--- config.mk ---
export PLATFORM = sky130hd
export DESIGN_NAME = reg_writeback_queue_flat
export DESIGN_NICKNAME = d
export VERILOG_FILES = /design/src/rtl/reg_writeback_queue_if.sv /design/src/rtl/reg_writeback_queue.sv /design/src/flat_wrapper.sv
export SDC_FILE = /design/constraint.sdc
export NUM_CORES = 1
export LEC_CHECK = 0
export BUFFER_PORTS_ARGS = -buffer_cell sky130_fd_sc_hd__buf_4
export CAP_MARGIN = 20
export CORE_MARGIN = 2
export CORE_UTILIZATION = 35
export CTS_CLUSTER_DIAMETER = 50
export DETAILED_ROUTE_END_ITERATION = 16
export GPL_TIMING_DRIVEN = 0
export SYNTH_ARGS = -nofsm -noshare
export SYNTH_HDL_FRONTEND = slang
export SYNTH_HIERARCHICAL = 1
export SYNTH_SLANG_ARGS = --single-unit
--- constraint.sdc ---
create_clock -name clk -period 5.7 [get_ports clk]
set_input_delay 0.57 -clock clk [delete_from_list [all_inputs] [get_ports clk]]
set_output_delay 0.57 -clock clk [all_outputs]
set_load 0.03 [all_outputs]
--- src/rtl/reg_writeback_queue_if.sv ---
// Write-back request, register-file write port and pending-write lookup bundle
// for reg_writeback_queue. The queue uses the slave view; the datapath uses master.
interface reg_writeback_queue_if #(
  parameter int WORD_SIZE    = 32,
  parameter int ADDRESS_SIZE = 5,
  parameter int DEPTH        = 4
);
  localparam int CNT_W = $clog2(DEPTH) + 1;

  logic                    WbValid;
  logic                    WbReady;
  logic [ADDRESS_SIZE-1:0] WbReg;
  logic [WORD_SIZE-1:0]    WbData;
  logic                    RegWrite;
  logic [ADDRESS_SIZE-1:0] WriteReg;
  logic [WORD_SIZE-1:0]    WriteData;
  logic                    InitDone;
  logic [ADDRESS_SIZE-1:0] LookupReg;
  logic                    LookupHit;
  logic [WORD_SIZE-1:0]    LookupData;
  logic [CNT_W-1:0]        Pending;

  modport master (
    output WbValid, WbReg, WbData, LookupReg,
    input  WbReady, RegWrite, WriteReg, WriteData, InitDone, LookupHit, LookupData, Pending
  );

  modport slave (
    input  WbValid, WbReg, WbData, LookupReg,
    output WbReady, RegWrite, WriteReg, WriteData, InitDone, LookupHit, LookupData, Pending
  );
endinterface

--- src/rtl/reg_writeback_queue.sv ---
// Register-file writer front end: zeroing sweep after reset, then a small FIFO
// of write-backs drained one per cycle, with a youngest-first pending lookup.
module rwq_slot_match #(
  parameter int ADDRESS_SIZE = 5
) (
  input  logic                    i_vld,
  input  logic [ADDRESS_SIZE-1:0] i_rd,
  input  logic [ADDRESS_SIZE-1:0] i_key,
  output logic                    o_hit
);
  assign o_hit = i_vld && (i_rd == i_key);
endmodule

module reg_writeback_queue #(
  parameter int WORD_SIZE    = 32,
  parameter int ADDRESS_SIZE = 5,
  parameter int DEPTH        = 4
) (
  input  logic                  clk,
  input  logic                  rst_n,
  reg_writeback_queue_if.slave  bus
);
  localparam int PTR_W = $clog2(DEPTH);
  localparam int CNT_W = PTR_W + 1;

  typedef enum logic {ST_INIT, ST_RUN} state_t;

  typedef struct packed {
    logic [ADDRESS_SIZE-1:0] rd;
    logic [WORD_SIZE-1:0]    data;
  } wb_ent_t;

  state_t                  r_state, w_state_nxt;
  logic [ADDRESS_SIZE-1:0] r_sweep;
  wb_ent_t                 r_mem [DEPTH];
  logic [PTR_W-1:0]        r_wptr, r_rptr;
  logic [CNT_W-1:0]        r_cnt;
  logic                    r_wr_en;
  logic [ADDRESS_SIZE-1:0] r_wr_reg;
  logic [WORD_SIZE-1:0]    r_wr_data;
  logic                    r_init_done;

  logic                    w_ready, w_push, w_pop;
  logic [DEPTH-1:0]        w_slot_hit;
  logic                    w_lk_hit;
  logic [WORD_SIZE-1:0]    w_lk_data;

  always_comb begin
    w_state_nxt = r_state;
    w_ready     = 1'b0;
    case (r_state)
      ST_INIT: if (r_sweep == '1) w_state_nxt = ST_RUN;
      ST_RUN:  w_ready = (r_cnt != CNT_W'(DEPTH));
      default: w_state_nxt = ST_INIT;
    endcase
  end

  // Index-0 requests complete the handshake but never occupy a slot.
  assign w_push = w_ready && bus.WbValid && (bus.WbReg != '0);
  assign w_pop  = (r_state == ST_RUN) && (r_cnt != '0);

  always_ff @(posedge clk or negedge rst_n) begin
    if (!rst_n) begin
      r_state     <= ST_INIT;
      r_sweep     <= '0;
      r_wptr      <= '0;
      r_rptr      <= '0;
      r_cnt       <= '0;
      r_wr_en     <= 1'b0;
      r_wr_reg    <= '0;
      r_wr_data   <= '0;
      r_init_done <= 1'b0;
    end else begin
      r_state <= w_state_nxt;
      if (r_state == ST_INIT) begin
        r_wr_en   <= 1'b1;
        r_wr_reg  <= r_sweep;
        r_wr_data <= '0;
        r_sweep   <= r_sweep + ADDRESS_SIZE'(1);
        if (r_sweep == '1) r_init_done <= 1'b1;
      end else begin
        if (w_pop) begin
          r_wr_en   <= 1'b1;
          r_wr_reg  <= r_mem[r_rptr].rd;
          r_wr_data <= r_mem[r_rptr].data;
          r_rptr    <= r_rptr + PTR_W'(1);
        end else begin
          r_wr_en   <= 1'b0;
        end
        if (w_push) r_wptr <= r_wptr + PTR_W'(1);
        r_cnt <= r_cnt + CNT_W'(w_push) - CNT_W'(w_pop);
      end
    end
  end

  // Payload storage needs no reset: validity lives entirely in the pointers.
  always_ff @(posedge clk) begin
    if (w_push) r_mem[r_wptr] <= '{rd: bus.WbReg, data: bus.WbData};
  end

  for (genvar j = 0; j < DEPTH; j++) begin : g_slot
    logic [PTR_W-1:0] w_age;
    assign w_age = PTR_W'(j) - r_rptr;
    rwq_slot_match #(.ADDRESS_SIZE(ADDRESS_SIZE)) u_match (
      .i_vld ({1'b0, w_age} < r_cnt),
      .i_rd  (r_mem[j].rd),
      .i_key (bus.LookupReg),
      .o_hit (w_slot_hit[j])
    );
  end

  // Walk oldest to youngest so the youngest matching entry wins.
  always_comb begin
    w_lk_hit  = 1'b0;
    w_lk_data = '0;
    if (r_state == ST_RUN && bus.LookupReg != '0) begin
      if (r_wr_en && r_wr_reg == bus.LookupReg) begin
        w_lk_hit  = 1'b1;
        w_lk_data = r_wr_data;
      end
      for (int i = 0; i < DEPTH; i++) begin
        if (w_slot_hit[r_rptr + PTR_W'(i)]) begin
          w_lk_hit  = 1'b1;
          w_lk_data = r_mem[r_rptr + PTR_W'(i)].data;
        end
      end
    end
  end

  assign bus.WbReady    = w_ready;
  assign bus.RegWrite   = r_wr_en;
  assign bus.WriteReg   = r_wr_reg;
  assign bus.WriteData  = r_wr_data;
  assign bus.InitDone   = r_init_done;
  assign bus.LookupHit  = w_lk_hit;
  assign bus.LookupData = w_lk_data;
  assign bus.Pending    = r_cnt;
endmodule

--- src/flat_wrapper.sv ---
// flat-port wrapper written by rule: the top's interface ports become plain ports
module reg_writeback_queue_flat 
#(
  parameter int WORD_SIZE    = 32,
  parameter int ADDRESS_SIZE = 5,
  parameter int DEPTH        = 4
)
  (clk, rst_n, bus_WbValid, bus_WbReg, bus_WbData, bus_LookupReg, bus_WbReady, bus_RegWrite, bus_WriteReg, bus_WriteData, bus_InitDone, bus_LookupHit, bus_LookupData, bus_Pending);
  reg_writeback_queue_if #(.WORD_SIZE(WORD_SIZE), .ADDRESS_SIZE(ADDRESS_SIZE), .DEPTH(DEPTH)) bus_i ();
  input  logic clk;
  input  logic rst_n;
  input wire logic [$bits(bus_i.WbValid)-1:0] bus_WbValid;
  input wire logic [$bits(bus_i.WbReg)-1:0] bus_WbReg;
  input wire logic [$bits(bus_i.WbData)-1:0] bus_WbData;
  input wire logic [$bits(bus_i.LookupReg)-1:0] bus_LookupReg;
  output wire logic [$bits(bus_i.WbReady)-1:0] bus_WbReady;
  output wire logic [$bits(bus_i.RegWrite)-1:0] bus_RegWrite;
  output wire logic [$bits(bus_i.WriteReg)-1:0] bus_WriteReg;
  output wire logic [$bits(bus_i.WriteData)-1:0] bus_WriteData;
  output wire logic [$bits(bus_i.InitDone)-1:0] bus_InitDone;
  output wire logic [$bits(bus_i.LookupHit)-1:0] bus_LookupHit;
  output wire logic [$bits(bus_i.LookupData)-1:0] bus_LookupData;
  output wire logic [$bits(bus_i.Pending)-1:0] bus_Pending;
  assign bus_i.WbValid = bus_WbValid;
  assign bus_i.WbReg = bus_WbReg;
  assign bus_i.WbData = bus_WbData;
  assign bus_i.LookupReg = bus_LookupReg;
  assign bus_WbReady = bus_i.WbReady;
  assign bus_RegWrite = bus_i.RegWrite;
  assign bus_WriteReg = bus_i.WriteReg;
  assign bus_WriteData = bus_i.WriteData;
  assign bus_InitDone = bus_i.InitDone;
  assign bus_LookupHit = bus_i.LookupHit;
  assign bus_LookupData = bus_i.LookupData;
  assign bus_Pending = bus_i.Pending;
  reg_writeback_queue #(.WORD_SIZE(WORD_SIZE), .ADDRESS_SIZE(ADDRESS_SIZE), .DEPTH(DEPTH)) u_core (.clk(clk), .rst_n(rst_n), .bus(bus_i));
endmodule
==> results of run 1 <==
worst paths after layout:
path	slack, ns	start	to
min reg2reg	0.48	u_core/bus.InitDone$_DFFE_PN0P_	u_core/bus.InitDone$_DFFE_PN0P_
max in group asynchronous	4.92	rst_n	u_core/bus.WriteData[13]$_DFFE_PN0P_
min	0.21	rst_n	u_core/r_sweep[4]$_DFFE_PN0N_
max	0.25	u_core/r_rptr[0]$_DFFE_PN0P_	bus_LookupData[30]
min in group clk	0.33	bus_WbData[15]	u_core/r_mem[3][15]$_DFFE_PP_
max reg2reg	2.44	u_core/r_state$_DFF_PN0_	u_core/bus.Pending[2]$_DFFE_PN0P_
where the power goes:
part / total (mW) / internal [mW] / switching [mW]
Combinational: 4.27 / 1.71 / 2.55
Clock: 1.18 / 0.578 / 0.603
Sequential: 2.27 / 1.98 / 0.295
Total: 7.72 / 4.27 / 3.45
sequential cells by signal (all words and copies together), names as in the netlist:
register / flops
u_core/bus.Pending: 3
u_core/bus.InitDone: 1
u_core/r_wptr: 2
u_core/bus.RegWrite: 1
u_core/r_mem: 148
u_core/bus.WriteData: 32
u_core/r_rptr: 2
u_core/r_state: 1
u_core/bus.WriteReg: 5
u_core/r_sweep: 5
what timing repair did:
item / in CTS / in global routing
pin swaps: 0 / 1
endpoints found under the setup margin: 32 / 32
buffers inserted: 0 / 1
hold buffers: 0 / 0
resized for setup: 5 / 11
Yosys cell counts, types with 2 or more instances:
library cell	n	area [um^2]
a21oi_1	71	355
edfxtp_1	148	4440
or4_1	2	15.0
nor2_1	41	154
mux4_2	5	113
nand2_1	45	169
o21ai_0	129	646
nor3_1	3	15.0
ha_1	12	150
a2111oi_0	10	87.6
mux2_2	139	1570
buf_2	28	140
clkbuf_2	3	15.0
xnor2_1	16	140
mux2i_1	107	1070
buf_1	2	7.51
clkbuf_1	30	113
or2_2	32	200
a2111oi_2	21	315
nor4_1	4	25.0
buf_4	4	30.0
and3_1	5	31.3
buf_6	6	67.6
xor2_1	18	158
dfrtp_1	52	1300
o211a_1	28	280
and2_1	5	31.3
inv_1	11	41.3
routing by layer:
layer / vias to the layer above / global-route usage [%] / part of all wire (%)
li1: 4017 / - / -
met1: 4471 / 28.0 / 46
met2: 357 / 32.8 / 47
met3: 44 / 3.86 / 5.9
met4: 0 / 4.54 / 1.4
met5: - / 0 / 0
cells by family (layout without fill, tap and decap cells):
family	Yosys count	count (layout)	share of synthesized area, %
xor gates and xnor gates	34	34	2.52
adders and majority gates	13	13	1.44
DFF	200	200	48.7
muxes	253	253	23.5
AOI/OAI and AO/OA	263	263	14.5
and+or+nand+nor	141	141	5.76
buffers and inverters	85	242	3.55
worst max-delay path: stages, from the launching register on:
cell and delay [ns]:
dfrtp_1 0.33, buf_2 0.29, buf_4 0.29, clkbuf_4 0.28, buf_2 0.30, xor2_1 0.26
inv_1 0.07, ha_1 0.27, a21oi_1 0.05, or2_2 0.27, and3_1 0.18, mux2_2 0.30
mux2_2 0.38, clkbuf_1 0.34, a21oi_1 0.21, o21ai_0 0.09, nor2_1 0.29, buf_4 0.23
final cells by class:
cell class              count  area [um^2]
fillers                  3198        19400
flip-flops and latches    200         5750
multi-input cells         704         5650
repair buffers            125          988
well taps                 448          561
clock buffers              17          425
plain buffers              73          387
clock inverters            15          139
inverters                  12         46.3
cells in the final DEF, fill, tap and decap left out, types with 5 or more instances in the layout:
| master | netlist | routed |
|---|---|---|
| edfxtp_1 | 148 | 148 |
| mux2_2 | 139 | 139 |
| o21ai_0 | 129 | 129 |
| buf_4 | 4 | 126 |
| mux2i_1 | 107 | 106 |
| a21oi_1 | 71 | 71 |
| dfrtp_1 | 52 | 52 |
| nand2_1 | 45 | 45 |
| nor2_1 | 41 | 41 |
| or2_2 | 32 | 32 |
| buf_2 | 28 | 28 |
| o211a_1 | 28 | 28 |
| clkbuf_1 | 30 | 26 |
| a2111oi_2 | 21 | 21 |
| xor2_1 | 18 | 18 |
| clkbuf_16 | 0 | 17 |
| xnor2_1 | 16 | 16 |
| ha_1 | 12 | 12 |
| inv_1 | 11 | 11 |
| a2111oi_0 | 10 | 7 |
| inv_6 | 0 | 6 |
| buf_6 | 6 | 6 |
| and3_1 | 5 | 5 |
| clkbuf_2 | 3 | 5 |
| mux4_2 | 5 | 5 |
==> results.md, run 1 <==
Timing:
- The final max-slew violation count is 0.
- The setup TNS is 0 ns.
- The tightest hold margin is 0.214 ns.
- The count of endpoints failing hold in the final timing report came to 0.
- Once routing completed, OpenROAD measured the worst setup slack at 0.253 ns.
- For this run, the top clock speed supported by timing is 184 MHz.
- The slew at the pin with the worst max-slew slack is 0.823 ns.
- Measured against its own limit, the worst slew margin works out to 45.1%.
- In the finished design, the share of the clock period the worst path needs comes to 95.6%.
- The worst setup skew after layout is 0.0109 ns.
- Setup violations remaining at the end of the flow were counted as 0.
- For the finished layout, the period the worst path requires is 5.45 ns.

Status:
- The run finished with clean final reports.

Floorplanning:
- The initial cell density of the core is 35.4%.
- The floorplan die height is 188 um.
- The floorplan step defined a die boundary enclosing 35200 um^2.
- In this run the horizontal extent of the chip is 188 um.
- Pin placement for this block handled 121 I/O pins.
- The core region is 33400 um^2.
- The number of rows in the core area is 67.

Clocking:
- The clock root buffer is clkbuf_16.
- Counting along the longest clock path gives a buffer depth of 2.
- After clock tree synthesis, the clock-pin slew on the worst setup and hold paths is 0.08 ns.
- The number of sinks driven by the clock tree is 200.
- The H-tree generated during clock tree synthesis spans 4 levels.
- The number of buffers inserted during clock tree synthesis is 17.
- The clock tree from TritonCTS is built.
- The worst-skew pair later-pin latency is 0.43 ns.

Min path:
- The worst min-delay path class is input pin to async pin.

Yosys:
- The net count after synthesis is 1047.
- The most frequently used flop master after synthesis is edfxtp_1.
- After synthesis the cells add up to 11800 um^2.
- The post-synthesis instance total is 989.
- The share of the Yosys chip area taken by registers is 48.7%.
- The async set-or-reset flop fraction in the synthesized netlist is 26.0%.
- The netlist uses 40 different library cells.
- The total of flip-flops plus latches after synthesis is 200.
- The number of flops mapped to enable cells by yosys is 148.
- The average size of a mapped cell is 11.9 um^2.
- The number of warnings printed during yosys synthesis is 6.

Cells and area:
- For this run, the post-layout net count is 1191.
- Measured on the finished design, the core utilization comes to 41.8%.
- Excluding fillers, the count of instances in the completed layout stands at 1594.
- Relative to the synthesized area, the layout overhead comes to 18.1%.
- The fraction of layout cells with a size suffix above 1 is 35.7%.
- The number of antenna diodes in the final layout is 0.
- After routing the design area is 13900 um^2.

Place:
- Prior to clock tree synthesis, the placed netlist has a worst setup slack of -0.101 ns.
- In this run the tool buffered the top-level ports with 120 buffer cells.
- After detailed placement, the total cell area comes to 13400 um^2.
- The post-detailed-placement half-perimeter wirelength is 25100 um.
- The number of placed instances, taps included is 1561.
- The routability congestion estimate is 0.832.

Critical path:
- Of all nets on the critical path, the largest fanout is 10.
- STA puts the critical path data required time at 5.13 ns.
- The nature of the critical path endpoint is an output pin.
- The length in cells of the worst reg-to-reg path is 13.
- STA puts the critical path data arrival time at 4.88 ns.
- The startpoint type of the worst setup path is a register.
- The worst setup path is of the register to output pin kind.

Power and ir drop:
- VDD sags by at most 0.302 mV.
- The leakage power total is 5.63 nW.
- The total power of the final layout is 7.72 mW.
- In this run the power density over the cells is 554 nW/um^2.

Drt:
- The aggregate routed wire length is 36200 um.
- The post-detailed-route via-to-cell ratio is 5.58.
- In the routed design, unresolved DRC markers number 0.
- The number of detailed-route iterations in the first pass is 5.
- The number of DRC markers in iteration 0 is 752.
- The total via count in the routed design is 8889.
- After detailed routing, the average wire length per cell comes to 22.7 um.
- The remaining antenna violation count is 0.

Global route:
- Entering global routing, the biggest net connects 53 pins.
- The first global-routing pass estimated 54000 um of wire.
- The initial antenna violation count is 0.
- Global routing used 20.2% of the available tracks.
- The sum of overflow across all layers after global routing is 0.
- The via count of the first global-routing pass was 8881.

Run:
- The count of maximum capacitance violations is 0.
No activity file was read; power rests on OpenSTA's default activity.
==> run 2, diff against run 1 <==
CORE_ASPECT_RATIO = 1.25   (was unset)
==> run 2 against run 1 <==
Compared with the run above: critical endpoint is now bus_LookupData[4]; combinational power fell by 0.9%; maximum frequency rose by 2.5%; clock power barely moved; non-clock buffer count fell by 1; utilization fell by 0.18 points.
==> results.md, run 2 (synthesis results as in run 1) <==
Timing:
- The tightest slew margin relative to the limit is 33.2%.
- The clock period minus final worst setup slack is 5.31 ns.
- The top achievable clock speed is 188 MHz.
- The final max-slew violation count is 0.
- The slew at the pin with the worst max-slew slack is 0.995 ns.
- The count of endpoints failing hold in the final timing report is 0.
- Setup repair after global routing left no endpoint under its margin.
- The share of the clock period used by the worst path after layout is 93.2%.
- Between clock sinks in the finished design, the worst skew comes to 0.0116 ns.
- The setup violation total in the final timing report is 0.

Global route:
- The maximum number of pins on one net before global-route repair is 53.
- Global routing finished with a remaining overflow of 0.
- The initial antenna violation count is 0.
- The via count of the first global-routing pass was 9056.
- The wire length of the first global-routing pass is 53700 um.
- In the global route stage, overall resource usage came out at 20.3%.

Cells and area:
- The top cell types in the final layout, fill and taps aside, are edfxtp_1, mux2_2, o21ai_0, buf_4, mux2i_1.
- The register with the most flip-flops is u_core/r_mem.
- The fraction of layout cells with a size suffix above 1 is 35.5%.
- The utilization after layout is 41.6%.
- The area growth from synthesis to final layout is 17.8%.
- The most common library cell in the layout ignoring fill and taps is edfxtp_1.
- After the flow finishes, the layout carries non-filler instances totaling 1568.
- The flip-flop count of the largest register, all copies and words added is 148.
- Fill cells in the final layout number 3177.
- The net count of the finished layout is 1190.
- The number of antenna repair diodes is 0.

Critical path:
- The required time reported for the critical path endpoint is 5.13 ns.
- The largest driver fanout on the critical path is 19.
- The internal reg-to-reg setup slack is 2.64 ns.
- The worst setup path is launched from a register.
- The critical path goes through buf_2 > clkbuf_4 > clkbuf_4 > xor2_1 > inv_1 > ha_1 > a21oi_1 > or2_2 > and3_1 > mux2_2 > mux2_2 > buf_1 > a2111oi_0 > nor2_1 > buf_4.
- Counting both buffers and inverters, the worst setup path holds a total of 6.
- The kind of critical path is register to output pin.
- The worst setup path is captured at an output pin.
- The largest individual stage delay along the critical path comes from the cell a2111oi_0.
- In this design, the stage delay of the slowest critical-path cell is 0.53 ns.
- The kind of cell with the highest combined delay on the critical path is buffers and inverters.
- For the worst setup path, the data arrival time is 4.74 ns.

Floorplanning:
- The area of the die is 35200 um^2.
- The die is 209 um tall.
- The initial utilization of the core area, before any placement, comes to 35.3%.
- The die width is 168 um.
- The total core area is 33400 um^2.
- The boundary pin count is 121.
- The number of rows in the core area is 75.

Clocking:
- After clock tree synthesis, the clock-pin slew on the worst setup and hold paths is 0.08 ns.
- The clock tree from TritonCTS is built.
- For the worst-skew pair, the clock arrives at the later sink with an insertion delay of 0.44 ns.
- Counting every sink on the clock net gives 200.
- The clock tree synthesis step divided the H-tree into 4 levels.
- The tree is rooted in a clkbuf_16.
- In this run the deepest clock path goes through 2 buffers.
- The number of buffers inserted during clock tree synthesis is 17.

Place:
- At the end of routability-driven placement, the weighted congestion stood at 0.852.
- The number of I/O port buffers is 120.
- The number of placed instances, taps included is 1536.
- The wire-length estimate of the detail-placed layout is 25200 um.

Drt:
- The remaining antenna violation count is 0.
- In the routed design, unresolved DRC markers number 0.
- The post-detailed-route via-to-cell ratio is 5.65.
- The aggregate routed wire length is 35800 um.
- The routed length per instance is 22.9 um.
- In this run, the number of DRC markers left after iteration 0 of detailed routing was 784.
- The total via count in the routed design is 8863.
- For this run, the detailed router's first-pass iteration total came to 6.

Power and ir drop:
- The cell-internal power is 4.26 mW.
- Of the total power, the clock network draws 15.1%.
- The maximum ir drop on the vdd rail is 0.276 mV.
- The net switching power figure is 3.39 mW.
- The leakage power total is 5.62 nW.
- Net switching is 44.3% of the power.
- The portion of total power attributed to sequential cells is 29.6%.
- The ratio of total power to cell area is 551 nW/um^2.
- Of the total power, combinational logic draws 55.2%.

Run:
- The count of maximum capacitance violations is 0.

Min path:
- The worst min-delay path class is input pin to async pin.

Status:
- The run finished with clean final reports.
## run 2: cell count changes in the layout (fill, tap and decap cells not counted), moves of 2 or more
| cell | previous run | this run |
|---|---|---|
| a2111oi_0 | 7 | 9 |
| a2111oi_1 | 4 | 2 |
| clkinv_4 | 2 | 4 |
| inv_6 | 6 | 4 |
| inv_8 | 1 | 3 |
## run 2: worst paths after layout
kind	start	to	depth (start not counted)
max reg2reg	u_core/r_state$_DFF_PN0_	u_core/bus.Pending[2]$_DFFE_PN0P_	13
min reg2reg	u_core/bus.InitDone$_DFFE_PN0P_	u_core/bus.InitDone$_DFFE_PN0P_	1
min	rst_n	u_core/r_state$_DFF_PN0_	1
max	u_core/r_rptr[0]$_DFFE_PN0P_	bus_LookupData[4]	15
min in group clk	bus_WbData[6]	u_core/r_mem[0][6]$_DFFE_PP_	1
max in group asynchronous	rst_n	u_core/bus.WriteData[19]$_DFFE_PN0P_	1
## run 2: layer usage
| metal | global-route usage (%) | part of all wire [%] | vias up |
|---|---|---|---|
| met5 | 0 | 0 | - |
| met3 | 2.87 | 5.9 | 70 |
| met2 | 35.8 | 51 | 376 |
| met1 | 25.1 | 40 | 4408 |
| met4 | 7.58 | 2.8 | 0 |
| li1 | - | - | 4009 |
## run 2: power by group through the flow
stage | registers, mW | logic (mW) | clock network, mW
global route | 2.32 | 4.51 | 1.24
floorplan | 2.50 | 2.59 | 0
global placement | 2.31 | 4.10 | 0
finish | 2.27 | 4.23 | 1.16
CTS | 2.27 | 4.22 | 1.18
detailed placement | 2.30 | 4.20 | 0
## run 2: cell type report
class	count	area [um^2]	area share, %
timing repair buffer	125	988	7.11
multi-input combinational	704	5650	40.6
buffer	72	378	2.72
sequential	200	5750	41.3
clock buffer	17	425	3.06
clock inverter	15	138	0.990
tap	423	529	3.81
inverter	12	46.3	0.333
## run 2: what timing repair did
item                                    4_1_cts  5_1_grt
endpoints found under the setup margin       32       32
gates cloned                                  0        0
resized for setup                             4        6
buffers inserted                              0        1
pin swaps                                     0        1
hold buffers                                  0        0
## run 2: per-stage QoR
| stage | setup WS [ns] | area (um^2) | power (mW) | hold slack [ns] | TNS (ns) |
|---|---|---|---|---|---|
| 2_1_floorplan | 1.28 | 11800 | 5.09 | 0.274 | 0 |
| 3_3_place_gp | 0.0339 | 13200 | 6.42 | 0.440 | 0 |
| 3_5_place_dp | -0.0554 | 13300 | 6.50 | 0.449 | -0.346 |
| 4_1_cts | 0.0380 | 13900 | 7.68 | 0.210 | 0 |
| 5_1_grt | 0.156 | 13900 | 8.07 | 0.238 | 0 |
| 6_report | 0.388 | 13900 | 7.65 | 0.189 | 0 |
